===== config.mk =====
export PLATFORM = sky130hd
export DESIGN_NAME = pc_update
export DESIGN_NICKNAME = d
export VERILOG_FILES = /design/src/rtl/pc_update.sv
export SDC_FILE = /design/constraint.sdc
export NUM_CORES = 1
export LEC_CHECK = 0
export BUFFER_PORTS_ARGS = -buffer_cell sky130_fd_sc_hd__buf_2
export CORE_MARGIN = 4
export CORE_UTILIZATION = 40
export CTS_CLUSTER_SIZE = 28
export DETAILED_ROUTE_END_ITERATION = 10
export HOLD_SLACK_MARGIN = 0.08
export PLACE_DENSITY = 0.74
export SLEW_MARGIN = 20
export SYNTH_ARGS = -nofsm -noshare
export SYNTH_HDL_FRONTEND = slang
export SYNTH_SLANG_ARGS = --single-unit

===== constraint.sdc =====
create_clock -name clk -period 3 [get_ports clk]
set_input_delay 0.6 -clock clk [delete_from_list [all_inputs] [get_ports clk]]
set_output_delay 0.6 -clock clk [all_outputs]
set_load 0.02 [all_outputs]

===== src/rtl/pc_update.sv =====
// Y86-64 PC-update / processor-status stage: next-PC select, status FSM, retired counter.
// Optional trace outputs (prev_pc, br_taken) are enabled with `define PC_UPDATE_TRACE_EN.
module pc_update #(
    parameter logic [63:0] RESET_PC  = 64'd420,
    parameter logic [63:0] IMEM_SIZE = 64'd1024,
    parameter int unsigned CNT_W     = 32
) (
    input  logic             clk,
    input  logic             rst,
    input  logic             step_en,
    input  logic [3:0]       icode,
    input  logic [3:0]       ifun,
    input  logic [63:0]      valC,
    input  logic [63:0]      valP,
    input  logic [63:0]      valM,
    input  logic             cnd,
    input  logic             halt,
    input  logic             imem_error,
    input  logic             instr_valid,
    input  logic             dmem_error,
    output logic [63:0]      PC,
    output logic [2:0]       stat,
    output logic             running,
    output logic             pc_oob,
`ifdef PC_UPDATE_TRACE_EN
    output logic [63:0]      prev_pc,
    output logic             br_taken,
`endif
    output logic [CNT_W-1:0] retired
);

    localparam int unsigned PC_W = 64;
    localparam int unsigned ST_W = 3;

    // State codes double as the architectural stat encoding.
    localparam logic [ST_W-1:0] RUN      = 3'd1;
    localparam logic [ST_W-1:0] STOP_HLT = 3'd2;
    localparam logic [ST_W-1:0] STOP_ADR = 3'd3;
    localparam logic [ST_W-1:0] STOP_INS = 3'd4;

    localparam logic [3:0] I_JXX  = 4'h7;
    localparam logic [3:0] I_CALL = 4'h8;
    localparam logic [3:0] I_RET  = 4'h9;

    logic [ST_W-1:0]  state, state_nx;
    logic [PC_W-1:0]  pc_nx, next_pc;
    logic [CNT_W-1:0] retired_nx, retired_inc;
    logic             running_nx, oob_nx, commit;

    // Next-PC selection from fetch/execute/memory results.
    always_comb begin
        next_pc = valP;
        case (icode)
            I_JXX:   if (ifun == 4'h0 || cnd) next_pc = valC;
            I_CALL:  next_pc = valC;
            I_RET:   next_pc = valM;
            default: next_pc = valP;
        endcase
    end

    assign retired_inc = (retired == {CNT_W{1'b1}}) ? retired : retired + CNT_W'(1);

    // Status FSM and register next values; errors outrank invalid, which outranks halt.
    always_comb begin
        state_nx   = state;
        pc_nx      = PC;
        retired_nx = retired;
        running_nx = running;
        oob_nx     = pc_oob;
        commit     = 1'b0;
        if (state == RUN && step_en) begin
            if (imem_error || dmem_error) begin
                state_nx   = STOP_ADR;
                running_nx = 1'b0;
            end else if (!instr_valid) begin
                state_nx   = STOP_INS;
                running_nx = 1'b0;
            end else if (halt) begin
                state_nx   = STOP_HLT;
                running_nx = 1'b0;
                retired_nx = retired_inc;
                commit     = 1'b1;
            end else begin
                pc_nx      = next_pc;
                oob_nx     = (next_pc >= IMEM_SIZE);
                retired_nx = retired_inc;
                commit     = 1'b1;
            end
        end
    end

    always_ff @(posedge clk or posedge rst) begin
        if (rst) begin
            state   <= RUN;
            PC      <= RESET_PC;
            retired <= '0;
            running <= 1'b1;
            pc_oob  <= 1'b0;
        end else begin
            state   <= state_nx;
            PC      <= pc_nx;
            retired <= retired_nx;
            running <= running_nx;
            pc_oob  <= oob_nx;
        end
    end

    assign stat = state;

`ifdef PC_UPDATE_TRACE_EN
    // Trace of the last committed step: its PC and whether control flow diverged from valP.
    always_ff @(posedge clk or posedge rst) begin
        if (rst) begin
            prev_pc  <= '0;
            br_taken <= 1'b0;
        end else if (commit) begin
            prev_pc  <= PC;
            br_taken <= (icode == I_JXX || icode == I_CALL || icode == I_RET) && (next_pc != valP);
        end
    end
`endif

endmodule


==> metrics.md, run 1 <==
| Metric | Value |
|---|---|
| VDD IR max | 0.263 mV |
| Yosys cell types | 55 |
| CTS root buffer | clkbuf_16 |
| Commonest cells in the netlist | 95 x dfrtp_1, 78 x nand2_1, 64 x o21ai_0, 38 x a222oi_1, 23 x xnor2_1 |
| Die area | 14800 sq um |
| CP Cell Sequence | buf_2 -> nor3b_1 -> buf_4 -> and2_2 -> and2_1 -> a2111oi_0 -> nand4_1 -> nor4_1 -> a32oi_1 |
| Fin crit share | 85.6% |
| Outcome | complete, no violations |
| Worst Skew | 0.00591 ns |
| Initial DRT Pass Iterations | 6 |
| Final wirelength | 19500 microns |
| Compound-Gate Fraction of Synth Area | 22.0% |
| Reg2Reg Launch Point | stat[1]$_DFFE_PP0P_ |
| Clock Sinks | 101 |
| Register area share after synthesis | 48.9% |
| Cts repair resizes | 0 |
| Adder-Cell Fraction of Synth Area | 0.242% |
| WL met3 | 1790 microns |
| CP arrival | 2.77 ns |
| Slew @ Worst Pin | 0.845 ns |
| H-Tree Depth | 3 |
| Routability-driven placement congestion ratio | 0.957 |
| CP max stage delay | 0.53 ns |
| Drt via density | 5.67 |
| Synthesized flop and latch total | 101 |
| Met2 Wirelength | 9640 microns |
| Overflow after GRT | 0 |
| Setup slack, reg-to-reg | 0.77 ns |
| Count leader, synth | dfrtp_1 |
| Crit Reg-Reg Endpoint | pc_oob$_DFFE_PP0P_ |
| Clock tree buffer depth | 2 |
| CP Capture Type | flip-flop |
| Crit Path Class | input pin to flip-flop |
| Top FF cell, synth | dfrtp_1 |
| Main combinational cell family by area after synthesis | compound AO/OA/AOI/OAI gates |
| Tot Pwr | 2940 uW |
| Largest net degree at the start of global routing | 129 |
| Relative slew slack | 43.5% |
| Power Dens Cells | 406 nW/um^2 |
| Startpoint types | input pin |
| Core ar. | 12700 sq um |
| Top sig layer | met5 |
| Synth Area in XOR/XNOR | 5.07% |
| Row count | 41 |
| Post-synth EDFFs | 0 |
| Wl on met1 | 7370 microns |
| Period minus WS final | 2.57 ns |
| Detail Placement HPWL | 15500 microns |
| Leak pwr | 0.00379 uW |
| Final Hold Vio Count | 0 |
| Synth Area in Simple Gates | 19.8% |
| Num CTS Buffers | 9 |
| Initial DRC Count | 597 |
| Initial core utilization | 40.9% |
| CP endpoint | pc_oob$_DFFE_PP0P_ |
| Main area contributors after synthesis | dfrtp_1 46%, a222oi_1 7.3%, o21ai_0 6.2% |
| Leading area contributor after synthesis | dfrtp_1 |
| Crit-path max FO | 19 |
| Hold buffers post-CTS | 0 |
| Port buffer count | 308 |
| Avg Inst Size Synth | 9.98 sq um |
| Synth Warn # | 0 |
| Synthesized area | 5180 sq um |
| Crit-path slowest cell | a2111oi_0 |
| Critical Path RT | 3.21 ns |
| Post-route ant nets | 0 |
| Fin. max-slew vios | 0 |
| Filler Cells Inserted | 1178 |
| Chip height | 122 microns |
| Post-synth ARST share | 100% |
| Drt drc | 0 |
| GRT Total Usage | 25.8% |
| Syn_nets | 728 |
| Post-synthesis cell count | 519 |
| Post-CTS setup buffers | 0 |
| Wire per inst | 19.6 microns |
| Antenna violations before repair | 5 |
| CTS tree | done |
| Clock Latency Late Sink | 0.35 ns |
| Number of global-route vias before repair | 5514 |
| HP Class | input pin to asynchronous set/reset pin |
| Post-synthesis mux area share | 0.217% |
| Vias | 5643 |
| Ports | 309 |
| Clock transition at path regs | 0.07 ns |
| Reg2reg path depth | 7 |
| Fin Setup TNS | 0 ns |
| Total of max-cap violations | 0 |
| Peak Freq | 390 MHz |
| Worst setup startpoint | icode[3] |
| Die X | 122 microns |
| Top-area cell type share of the netlist area | 45.9% |
| First-pass GRT wire length | 29400 microns |
| Nets | 1023 |
| Layout cells sized above 1 | 44.2% |
| RSZ-0062 raised after global routing | false |
| Final Setup Violations | 0 |
| Synth-to-Final Area Change | 39.9% |
[cells in the final DEF (no fill, tap or decap), drive strengths merged, types with 2 or more instances in the layout]
cell,n
buf,319
dfrtp,95
nand2,78
o21ai,66
a222oi,38
xnor2,23
nor4,20
and3,19
nand4,18
a21oi,16
a221oi,14
nand3,12
clkbuf,12
a22o,10
inv,10
nor3,10
xor2,7
nor2,7
dfstp,6
and4,5
and2,5
diode,4
a32o,3
o21a,2
[layout make-up]
type | instances | area (sq um) | share of cell area [%]
inverter | 9 | 37.5 | 0.518
multi-input combinational | 374 | 2470 | 34.1
clock inverter | 4 | 52.6 | 0.725
sequential | 101 | 2530 | 35.0
clock buffer | 12 | 267 | 3.68
tap | 172 | 215 | 2.97
timing repair buffer | 319 | 1660 | 22.9
antenna | 4 | 10.0 | 0.138
[metal layers]
metal	vias to the layer above	track usage [%]
met5	-	0
met4	2	9.87
met3	45	8.26
met2	311	42.4
met1	2677	31.7
li1	2608	-
[stage by stage]
step | cell area (sq um) | hold slack [ns] | std cells | util, % | setup WS (ns)
global route | 7250 | 0.447 | 995 | 57.2 | 0.325
detailed placement | 6920 | 0.448 | 975 | 54.6 | 0.106
finish | 7250 | 0.411 | 995 | 57.2 | 0.433
CTS | 7240 | 0.419 | 991 | 57.1 | 0.478
global placement | 6920 | 0.446 | 975 | 54.6 | 0.0956
floorplan | 5180 | 0.487 | 519 | - | 0.732
[logic make-up after synthesis]
family | count (synthesis)
AOI/OAI and AO/OA | 158
xor gates and xnor gates | 30
adders and majority gates | 1
buffers and inverters | 44
DFF | 101
muxes | 1
and+or+nand+nor | 184
[state kept, by name, indices dropped and copies added, names as in the netlist]
register and flops:
PC 64, stat 3, running 1, pc_oob 1, retired 32
[power breakdown]
group | internal [uW] | switching (uW)
clock network | 720 | 514
registers | 1360 | 0
logic | 167 | 182
total | 2250 | 696
[worst min path at each step]
stage | startpoint | end | depth (start not counted)
6_report | rst | retired[21]$_DFFE_PP0P_ | 3
5_1_grt | step_en | stat[0]$_DFFE_PP1P_ | 2
4_1_cts | rst | PC[3]$_DFFE_PP0P_ | 3
3_5_place_dp | running$_DFFE_PP1P_ | running$_DFFE_PP1P_ | 1
3_3_place_gp | running$_DFFE_PP1P_ | running$_DFFE_PP1P_ | 1
2_1_floorplan | stat[0]$_DFFE_PP1P_ | stat[0]$_DFFE_PP1P_ | 2
[worst max-delay path, delay by kind of cell]
kind            cells  cell delay, ns
simple gates        5            1.22
compound gates      2            0.66
buf+inv             2            0.28
Note: power is estimated with default switching activity, not from simulation.
==> run 2: changes to the inputs <==
--- a/config.mk
+++ b/config.mk
@@ -5,13 +5,14 @@
 export SDC_FILE = /design/constraint.sdc
 export NUM_CORES = 1
 export LEC_CHECK = 0
+export ABC_AREA = 1
 export BUFFER_PORTS_ARGS = -buffer_cell sky130_fd_sc_hd__buf_2
 export CORE_MARGIN = 4
-export CORE_UTILIZATION = 40
+export CORE_UTILIZATION = 42
 export CTS_CLUSTER_SIZE = 28
 export DETAILED_ROUTE_END_ITERATION = 10
 export HOLD_SLACK_MARGIN = 0.08
-export PLACE_DENSITY = 0.74
+export PLACE_DENSITY = 0.73
 export SLEW_MARGIN = 20
 export SYNTH_ARGS = -nofsm -noshare
 export SYNTH_HDL_FRONTEND = slang
==> run 2 against run 1 <==
  * Hold slack got worse by 0.20 ns
  * Flip-flop and latch count unchanged
  * Sequential power about the same
  * Largest cell class is now multi-input gates
  * Global-route usage down 0.97 points
==> metrics.md, run 2 <==
| Metric | Value |
|---|---|
| Outcome | complete, no violations (unchanged) |
| Chip height | 130 microns (was 122 microns) |
| Sw frac | 27.6% (was 23.6%) |
| CTS tree | done (unchanged) |
| Top FF cell, synth | dfrtp_1 (unchanged) |
| Filler Cells Inserted | 1451 (was 1178) |
| Post-synth ARST share | 100% (unchanged) |
| Non-filler cells, final | 1435 (was 995) |
| Clock share of power | 38.5% (was 41.9%) |
| Commonest cells after routing, fill and taps aside | 322 x nand2_1, 308 x buf_2, 130 x nor2_1 (was 308 x buf_2, 95 x dfrtp_1, 78 x nand2_1) |
| Ports | 309 (unchanged) |
| Top-area cell type share of the netlist area | 37.7% (was 45.9%) |
| VDD IR max | 0.251 mV (was 0.263 mV) |
| Antenna violations before repair | 1 (was 5) |
| Post-synthesis cell count | 951 (was 519) |
| Final Setup Violations | 0 (unchanged) |
| GRT Total Usage | 24.8% (was 25.8%) |
| Relative slew slack | 62.1% (was 43.5%) |
| Initial DRC Count | 448 (was 597) |
| Leading area contributor after synthesis | dfrtp_1 (unchanged) |
| Clock tree buffer depth | 2 (unchanged) |
| Initial DRT Pass Iterations | 5 (was 6) |
| CP Capture Type | flip-flop (unchanged) |
| Tot Pwr | 2930 uW (was 2940 uW) |
| Final hold slack | 0.210 ns (was 0.411 ns) |
| Clock Sinks | 101 (unchanged) |
| Period minus WS final | 2.23 ns (was 2.57 ns) |
| Initial core utilization | 43.2% (was 40.9%) |
| Cts repair resizes | 0 (unchanged) |
| Commonest cells in the netlist | 322 x nand2_1, 132 x nor2_1, 117 x nand3_1, 101 x inv_1, 95 x dfrtp_1 (was 95 x dfrtp_1, 78 x nand2_1, 64 x o21ai_0, 38 x a222oi_1, 23 x xnor2_1) |
| Largest Register | PC (unchanged) |
| Final wirelength | 21600 microns (was 19500 microns) |
| Crit-path slowest cell | dfrtp_1 (was a2111oi_0) |
| Routability-driven placement congestion ratio | 0.912 (was 0.957) |
| Syn_nets | 1160 (was 728) |
| Fin crit share | 74.3% (was 85.6%) |
| Crit Path Class | flip-flop to flip-flop (was input pin to flip-flop) |
| CTS root buffer | clkbuf_16 (unchanged) |
| Int Pwr | 2120 uW (was 2250 uW) |
| Layout cells sized above 1 | 29.6% (was 44.2%) |
| Max FFs per register | 64 (unchanged) |
| Synthesized flop and latch total | 101 (unchanged) |
| Placed cells | 1418 (was 975) |
| Startpoint types | flip-flop (was input pin) |
| Clock transition at path regs | 0.07 ns (about the same) |
| Core ar. | 14600 sq um (was 12700 sq um) |
| Overflow after GRT | 0 (unchanged) |
| Main area contributors after synthesis | dfrtp_1 38%, nand2_1 19%, nand3_1 9.3% (was dfrtp_1 46%, a222oi_1 7.3%, o21ai_0 6.2%) |
| H-Tree Depth | 3 (unchanged) |
| Yosys cell types | 30 (was 55) |
| First-pass GRT wire length | 33100 microns (was 29400 microns) |
| Synthesized area | 6300 sq um (was 5180 sq um) |
| Nets | 1454 (was 1023) |
| Hold buffers post-CTS | 0 (unchanged) |
| Synth-to-Final Area Change | 32.6% (was 39.9%) |
| Fin Setup TNS | 0 ns (unchanged) |
| Power Dens Cells | 351 nW/um^2 (was 406 nW/um^2) |
| Die area | 17000 sq um (was 14800 sq um) |
| Commonest non-fill, non-tap cell in the layout | nand2_1 (was buf_2) |
| Post-route ant nets | 0 (unchanged) |
| Leak pwr | 0.00491 uW (was 0.00379 uW) |
| RSZ-0062 raised after global routing | false (unchanged) |
| Avg Inst Size Synth | 6.62 sq um (was 9.98 sq um) |
| Critical Path RT | 3.24 ns (was 3.21 ns) |
| Post-CTS setup buffers | 0 (unchanged) |
| Logic pwr share | 15.0% (was 11.9%) |
| CP arrival | 2.47 ns (was 2.77 ns) |
| Vias | 7102 (was 5643) |
| Worst Skew | 0.0106 ns (was 0.00591 ns) |
| Drt drc | 0 (unchanged) |
| Count leader, synth | nand2_1 (was dfrtp_1) |
| Port buffer count | 308 (unchanged) |
| Die X | 130 microns (was 122 microns) |
| Synth Warn # | 0 (unchanged) |
| Detail Placement HPWL | 17300 microns (was 15500 microns) |
| Crit-path max FO | 12 (was 19) |
| Total of max-cap violations | 0 (unchanged) |
| Drt via density | 4.95 (was 5.67) |
| Num CTS Buffers | 9 (unchanged) |
| Clock Latency Late Sink | 0.35 ns (about the same) |
| Largest net degree at the start of global routing | 69 (was 129) |
| Register area share after synthesis | 40.2% (was 48.9%) |
| Fin. max-slew vios | 0 (unchanged) |
| CP Cell Sequence | ha_1 -> inv_1 -> nor2_1 -> nand2_1 -> nor2_1 -> nand3_1 -> nand3_1 -> buf_4 -> nor2_1 -> nand2_1 -> nor2_1 -> nand3_1 -> nand2_1 -> nand2_1 (was buf_2 -> nor3b_1 -> buf_4 -> and2_2 -> and2_1 -> a2111oi_0 -> nand4_1 -> nor4_1 -> a32oi_1) |
| Row count | 44 (was 41) |
| Wire per inst | 15.1 microns (was 19.6 microns) |
| CP max stage delay | 0.42 ns (was 0.53 ns) |
| Post-synth EDFFs | 0 (unchanged) |
| Slew @ Worst Pin | 0.569 ns (was 0.845 ns) |
| Seq pwr share | 46.4% (was 46.2%) |
| Psw | 808 uW (was 696 uW) |
| Number of global-route vias before repair | 6553 (was 5514) |
| Peak Freq | 449 MHz (was 390 MHz) |
| HP Class | input pin to asynchronous set/reset pin (unchanged) |
| Final Hold Vio Count | 0 (unchanged) |
-- run 2: final cells by class --
class | instances | area, sq um | share of cell area (%)
multi-input cells | 702 | 3180 | 38.1
flip-flops and latches | 101 | 2530 | 30.4
well taps | 184 | 230 | 2.76
clock inverters | 7 | 56.3 | 0.674
clock buffers | 9 | 225 | 2.70
repair buffers | 328 | 1730 | 20.7
inverters | 103 | 390 | 4.67
diodes | 1 | 2.50 | 0.0300
-- run 2: routing by layer --
layer / up-vias / part of all wire [%] / global-route usage (%)
met5: - / 0 / 0
met4: 0 / 2.7 / 9.13
met3: 29 / 7.5 / 5.04
met1: 3238 / 42 / 32.8
li1: 3559 / - / -
met2: 276 / 48 / 40.5
-- run 2: path summary, 6_finish.rpt --
path | start | to | slack [ns] | cells past startpoint
max reg2reg | retired[0]$_DFFE_PP0P_ | retired[30]$_DFFE_PP0P_ | 0.77 | 14
max | retired[0]$_DFFE_PP0P_ | retired[30]$_DFFE_PP0P_ | 0.77 | 14
max in group asynchronous | rst | running$_DFFE_PP1P_ | 2.07 | 3
min reg2reg | running$_DFFE_PP1P_ | running$_DFFE_PP1P_ | 0.44 | 2
min | rst | retired[3]$_DFFE_PP0P_ | 0.21 | 2
min in group clk | running$_DFFE_PP1P_ | running$_DFFE_PP1P_ | 0.44 | 2
-- run 2: power by group through the flow --
stage                     clock [uW]  sequential [uW]  combinational, uW
after floorplan                    0             1390                224
after global placement             0             1390                437
after detailed placement           0             1390                441
after CTS                       1160             1360                442
after global routing            1220             1360                497
final                           1130             1360                441
-- run 2: critical path: cells and delay by family, from the launching register on --
kind	cells	cell delay, ns
simple gates	11	1.18
flops	1	0.42
buf+inv	2	0.31
fa+ha+maj	1	0.21
-- run 2: metrics by stage --
step	cell area [sq um]	setup slack, ns	util [%]
detailed placement	8070	0.450	55.3
finish	8350	0.771	57.2
floorplan	6300	1.03	-
global route	8350	0.530	57.2
global placement	8070	0.496	55.3
CTS	8350	0.743	57.2
-- run 2: cells by family after synthesis --
family / share of synthesized area [%]
and+or+nand+nor: 39.8
buffers and inverters: 9.50
DFF: 40.2
AOI/OAI and AO/OA: 6.06
xor gates and xnor gates: 4.03
muxes: 0.179
adders and majority gates: 0.199
==> run 3: changes to the inputs <==
--- a/config.mk
+++ b/config.mk
@@ -5,14 +5,14 @@
 export SDC_FILE = /design/constraint.sdc
 export NUM_CORES = 1
 export LEC_CHECK = 0
-export ABC_AREA = 1
+export ABC_AREA = 0
 export BUFFER_PORTS_ARGS = -buffer_cell sky130_fd_sc_hd__buf_2
-export CORE_MARGIN = 4
-export CORE_UTILIZATION = 42
+export CORE_AREA = 4 4 117 119
 export CTS_CLUSTER_SIZE = 28
 export DETAILED_ROUTE_END_ITERATION = 10
+export DIE_AREA = 0 0 121 123
 export HOLD_SLACK_MARGIN = 0.08
-export PLACE_DENSITY = 0.73
+export PLACE_DENSITY = 0.72
 export SLEW_MARGIN = 20
 export SYNTH_ARGS = -nofsm -noshare
 export SYNTH_HDL_FRONTEND = slang
==> constraint.sdc (replaced) <==
create_clock -name clk -period 2.13 [get_ports clk]
set_input_delay 0.426 -clock clk [delete_from_list [all_inputs] [get_ports clk]]
set_output_delay 0.426 -clock clk [all_outputs]
set_load 0.02 [all_outputs]
==> run 3 against run 2 <==
  * The run now ends with negative setup slack left
  * Sequential power grew 41%
  * Critical path type is now input pin to flip-flop
  * Utilization grew 5.6 points
  * Worst setup slack lost 0.78 ns
  * Via count shrank 15%
  * Count of clock-buffer cells in the layout is the same
  * Register-to-register slack lost 0.78 ns
  * Combinational power grew 33%
  * Global-route usage grew 3.7 points
  * Final area shrank 5.4%
  * Largest power group unchanged
  * Total power grew 44%
  * Flip-flop and latch count is the same
  * Critical endpoint is now pc_oob$_DFFE_PP0P_
==> metrics.md, run 3 (synthesis gave the netlist of run 1 again) <==
| Metric | Value |
|---|---|
| Power Dens Cells | 534 nW/um^2 (was 351 nW/um^2) |
| Crit Reg-Reg Endpoint | pc_oob$_DFFE_PP0P_ (was retired[30]$_DFFE_PP0P_) |
| First-pass GRT wire length | 32400 microns (was 33100 microns) |
| Vias | 6038 (was 7102) |
| Reg2reg path depth | 8 (was 14) |
| Leak pwr | 0.00417 uW (was 0.00491 uW) |
| Detail Placement HPWL | 17700 microns (was 17300 microns) |
| Final hold slack | 0.162 ns (was 0.210 ns) |
| Post-route ant nets | 0 (unchanged) |
| Peak Freq | 468 MHz |
| Die X | 121 microns (was 130 microns) |
| H-Tree Depth | 3 (unchanged) |
| Num CTS Buffers | 9 (unchanged) |
| CP Capture Type | flip-flop (unchanged) |
| Final wirelength | 21800 microns (was 21600 microns) |
| Clock Latency Late Sink | 0.35 ns (about the same) |
| Initial DRT Pass Iterations | 9 (was 5) |
| Clock tree buffer depth | 2 (unchanged) |
| Commonest non-fill, non-tap cell in the layout | buf_2 (was nand2_1) |
| Worst Skew | 0.00465 ns (was 0.0106 ns) |
| Period minus WS final | 2.13 ns |
| Violated checks | negative setup slack |
| RSZ-0062 raised after global routing | true (was false) |
| Row count | 41 (was 44) |
| Post-layout util | 62.9% (was 57.2%) |
| Filler Cells Inserted | 1105 (was 1451) |
| Fin crit share | 100% |
| Final WS setup | -0.00467 ns (was 0.771 ns) |
| Largest Register | PC (unchanged) |
| Core ar. | 12600 sq um (was 14600 sq um) |
| Antenna violations before repair | 12 (was 1) |
| Total of max-cap violations | 0 (unchanged) |
| Overflow after GRT | 0 (unchanged) |
| Drt via density | 5.61 (was 4.95) |
| Startpoint types | input pin (was flip-flop) |
| Port buffer count | 308 (unchanged) |
| Nets | 1100 (was 1454) |
| Wire per inst | 20.2 microns (was 15.1 microns) |
| VDD IR max | 0.357 mV (was 0.251 mV) |
| CP arrival | 2.40 ns (was 2.47 ns) |
| Largest net degree at the start of global routing | 71 (was 69) |
| Sw frac | 25.3% (was 27.6%) |
| Routability-driven placement congestion ratio | 1.07 (was 0.912) |
| Clock share of power | 40.6% (was 38.5%) |
| Psw | 1070 uW (was 808 uW) |
| Ports | 309 (unchanged) |
| Commonest cells after routing, fill and taps aside | 308 x buf_2, 94 x dfrtp_1, 81 x buf_4 (was 322 x nand2_1, 308 x buf_2, 130 x nor2_1) |
| Critical Path RT | 2.40 ns (was 3.24 ns) |
| CTS root buffer | clkbuf_16 (unchanged) |
| Chip height | 123 microns (was 130 microns) |
| Slew @ Worst Pin | 0.609 ns (was 0.569 ns) |
| Number of global-route vias before repair | 6005 (was 6553) |
| Int Pwr | 3150 uW (was 2120 uW) |
| Logic pwr share | 13.9% (was 15.0%) |
| Initial DRC Count | 794 (was 448) |
| Final Hold Vio Count | 0 (unchanged) |
| Fin Setup TNS | -0.00467 ns (was 0 ns) |
| Outcome | finished with violations (was complete, no violations) |
| Layout cells sized above 1 | 49.9% (was 29.6%) |
| Crit-path max FO | 24 (was 12) |
| Relative slew slack | 59.3% (was 62.1%) |
| Die area | 14900 sq um (was 17000 sq um) |
| CTS tree | done (unchanged) |
| Fin. max-slew vios | 0 (unchanged) |
| Crit Path Class | input pin to flip-flop (was flip-flop to flip-flop) |
| Clock Sinks | 101 (unchanged) |
| Drt drc | 0 (unchanged) |
| Max FFs per register | 64 (unchanged) |
| Reg2Reg Launch Point | stat[0]$_DFFE_PP1P_ (was retired[0]$_DFFE_PP0P_) |
| GRT Total Usage | 28.6% (was 24.8%) |
| Tot Pwr | 4220 uW (was 2930 uW) |
| Seq pwr share | 45.4% (was 46.4%) |
| Setup slack, reg-to-reg | -0.005 ns (was 0.77 ns) |
| Final Setup Violations | 1 (was 0) |
| Initial core utilization | 41.2% (was 43.2%) |
| Synth-to-Final Area Change | 52.6% (was 32.6%) |
| Clock transition at path regs | 0.07 ns (about the same) |
| HP Class | input pin to asynchronous set/reset pin (unchanged) |
==> run 3: critical path, stage by stage <==
cell and delay, ns:
buf_2 0.11, and4b_1 0.22, o21a_1 0.15, nor2_4 0.48, buf_4 0.24, buf_4 0.24, a221oi_1 0.11, and4_1 0.21
a32oi_1 0.19
==> run 3: how the worst max path moves through the flow <==
stage,start,end,slack [ns],cells past startpoint
final,icode[1],pc_oob$_DFFE_PP0P_,-0.005,9
after CTS,icode[1],pc_oob$_DFFE_PP0P_,0.01,9
after global placement,icode[3],pc_oob$_DFFE_PP0P_,-0.31,9
after floorplan,retired[13]$_DFFE_PP0P_,retired[4]$_DFFE_PP0P_,0.002,7
after detailed placement,icode[3],pc_oob$_DFFE_PP0P_,-0.47,9
after global routing,ifun[1],pc_oob$_DFFE_PP0P_,-0.13,8
==> run 3: per-layer routing <==
metal  wire length (microns)  share of wire [%]  global-route usage (%)  vias to the layer above
li1                        -                  -                       -                     2769
met1                    8430                 39                    35.9                     2880
met2                   10800                 49                    47.4                      331
met3                    2020                9.3                    8.46                       50
met4                     518                2.4                    9.56                        8
met5                      36               0.17                       0                        -
==> run 3: layout make-up <==
class	instances	area, sq um	area share [%]
timing repair buffer	396	2290	29.0
clock buffer	9	225	2.85
inverter	9	37.5	0.475
sequential	101	2540	32.1
antenna	8	20.0	0.253
clock inverter	7	80.1	1.01
tap	172	215	2.72
multi-input combinational	374	2500	31.6
==> run 3: what timing repair did <==
item,in CTS,in global routing
endpoints found under the setup margin,1,6
hold buffers,0,0
gates resized for setup,3,5
hold endpoints to repair,0,0
buffers inserted,1,2
pin swaps,1,0
==> run 3: power by group through the flow <==
stage / Combinational, uW / Sequential, uW / Clock (uW)
after floorplan: 193 / 1950 / 0
after global placement: 565 / 1950 / 0
after detailed placement: 572 / 1950 / 0
after CTS: 578 / 1920 / 1770
after global routing: 634 / 1920 / 1830
final: 587 / 1920 / 1710
==> run 3: through the flow <==
| step | instances | cell area, sq um | setup WS (ns) |
|---|---|---|---|
| 4_1_cts | 1066 | 7860 | 0.0121 |
| 3_3_place_gp | 1049 | 7520 | -0.312 |
| 5_1_grt | 1076 | 7900 | -0.130 |
| 2_1_floorplan | 519 | 5180 | 0.00159 |
| 6_report | 1076 | 7900 | -0.00467 |
| 3_5_place_dp | 1049 | 7520 | -0.472 |
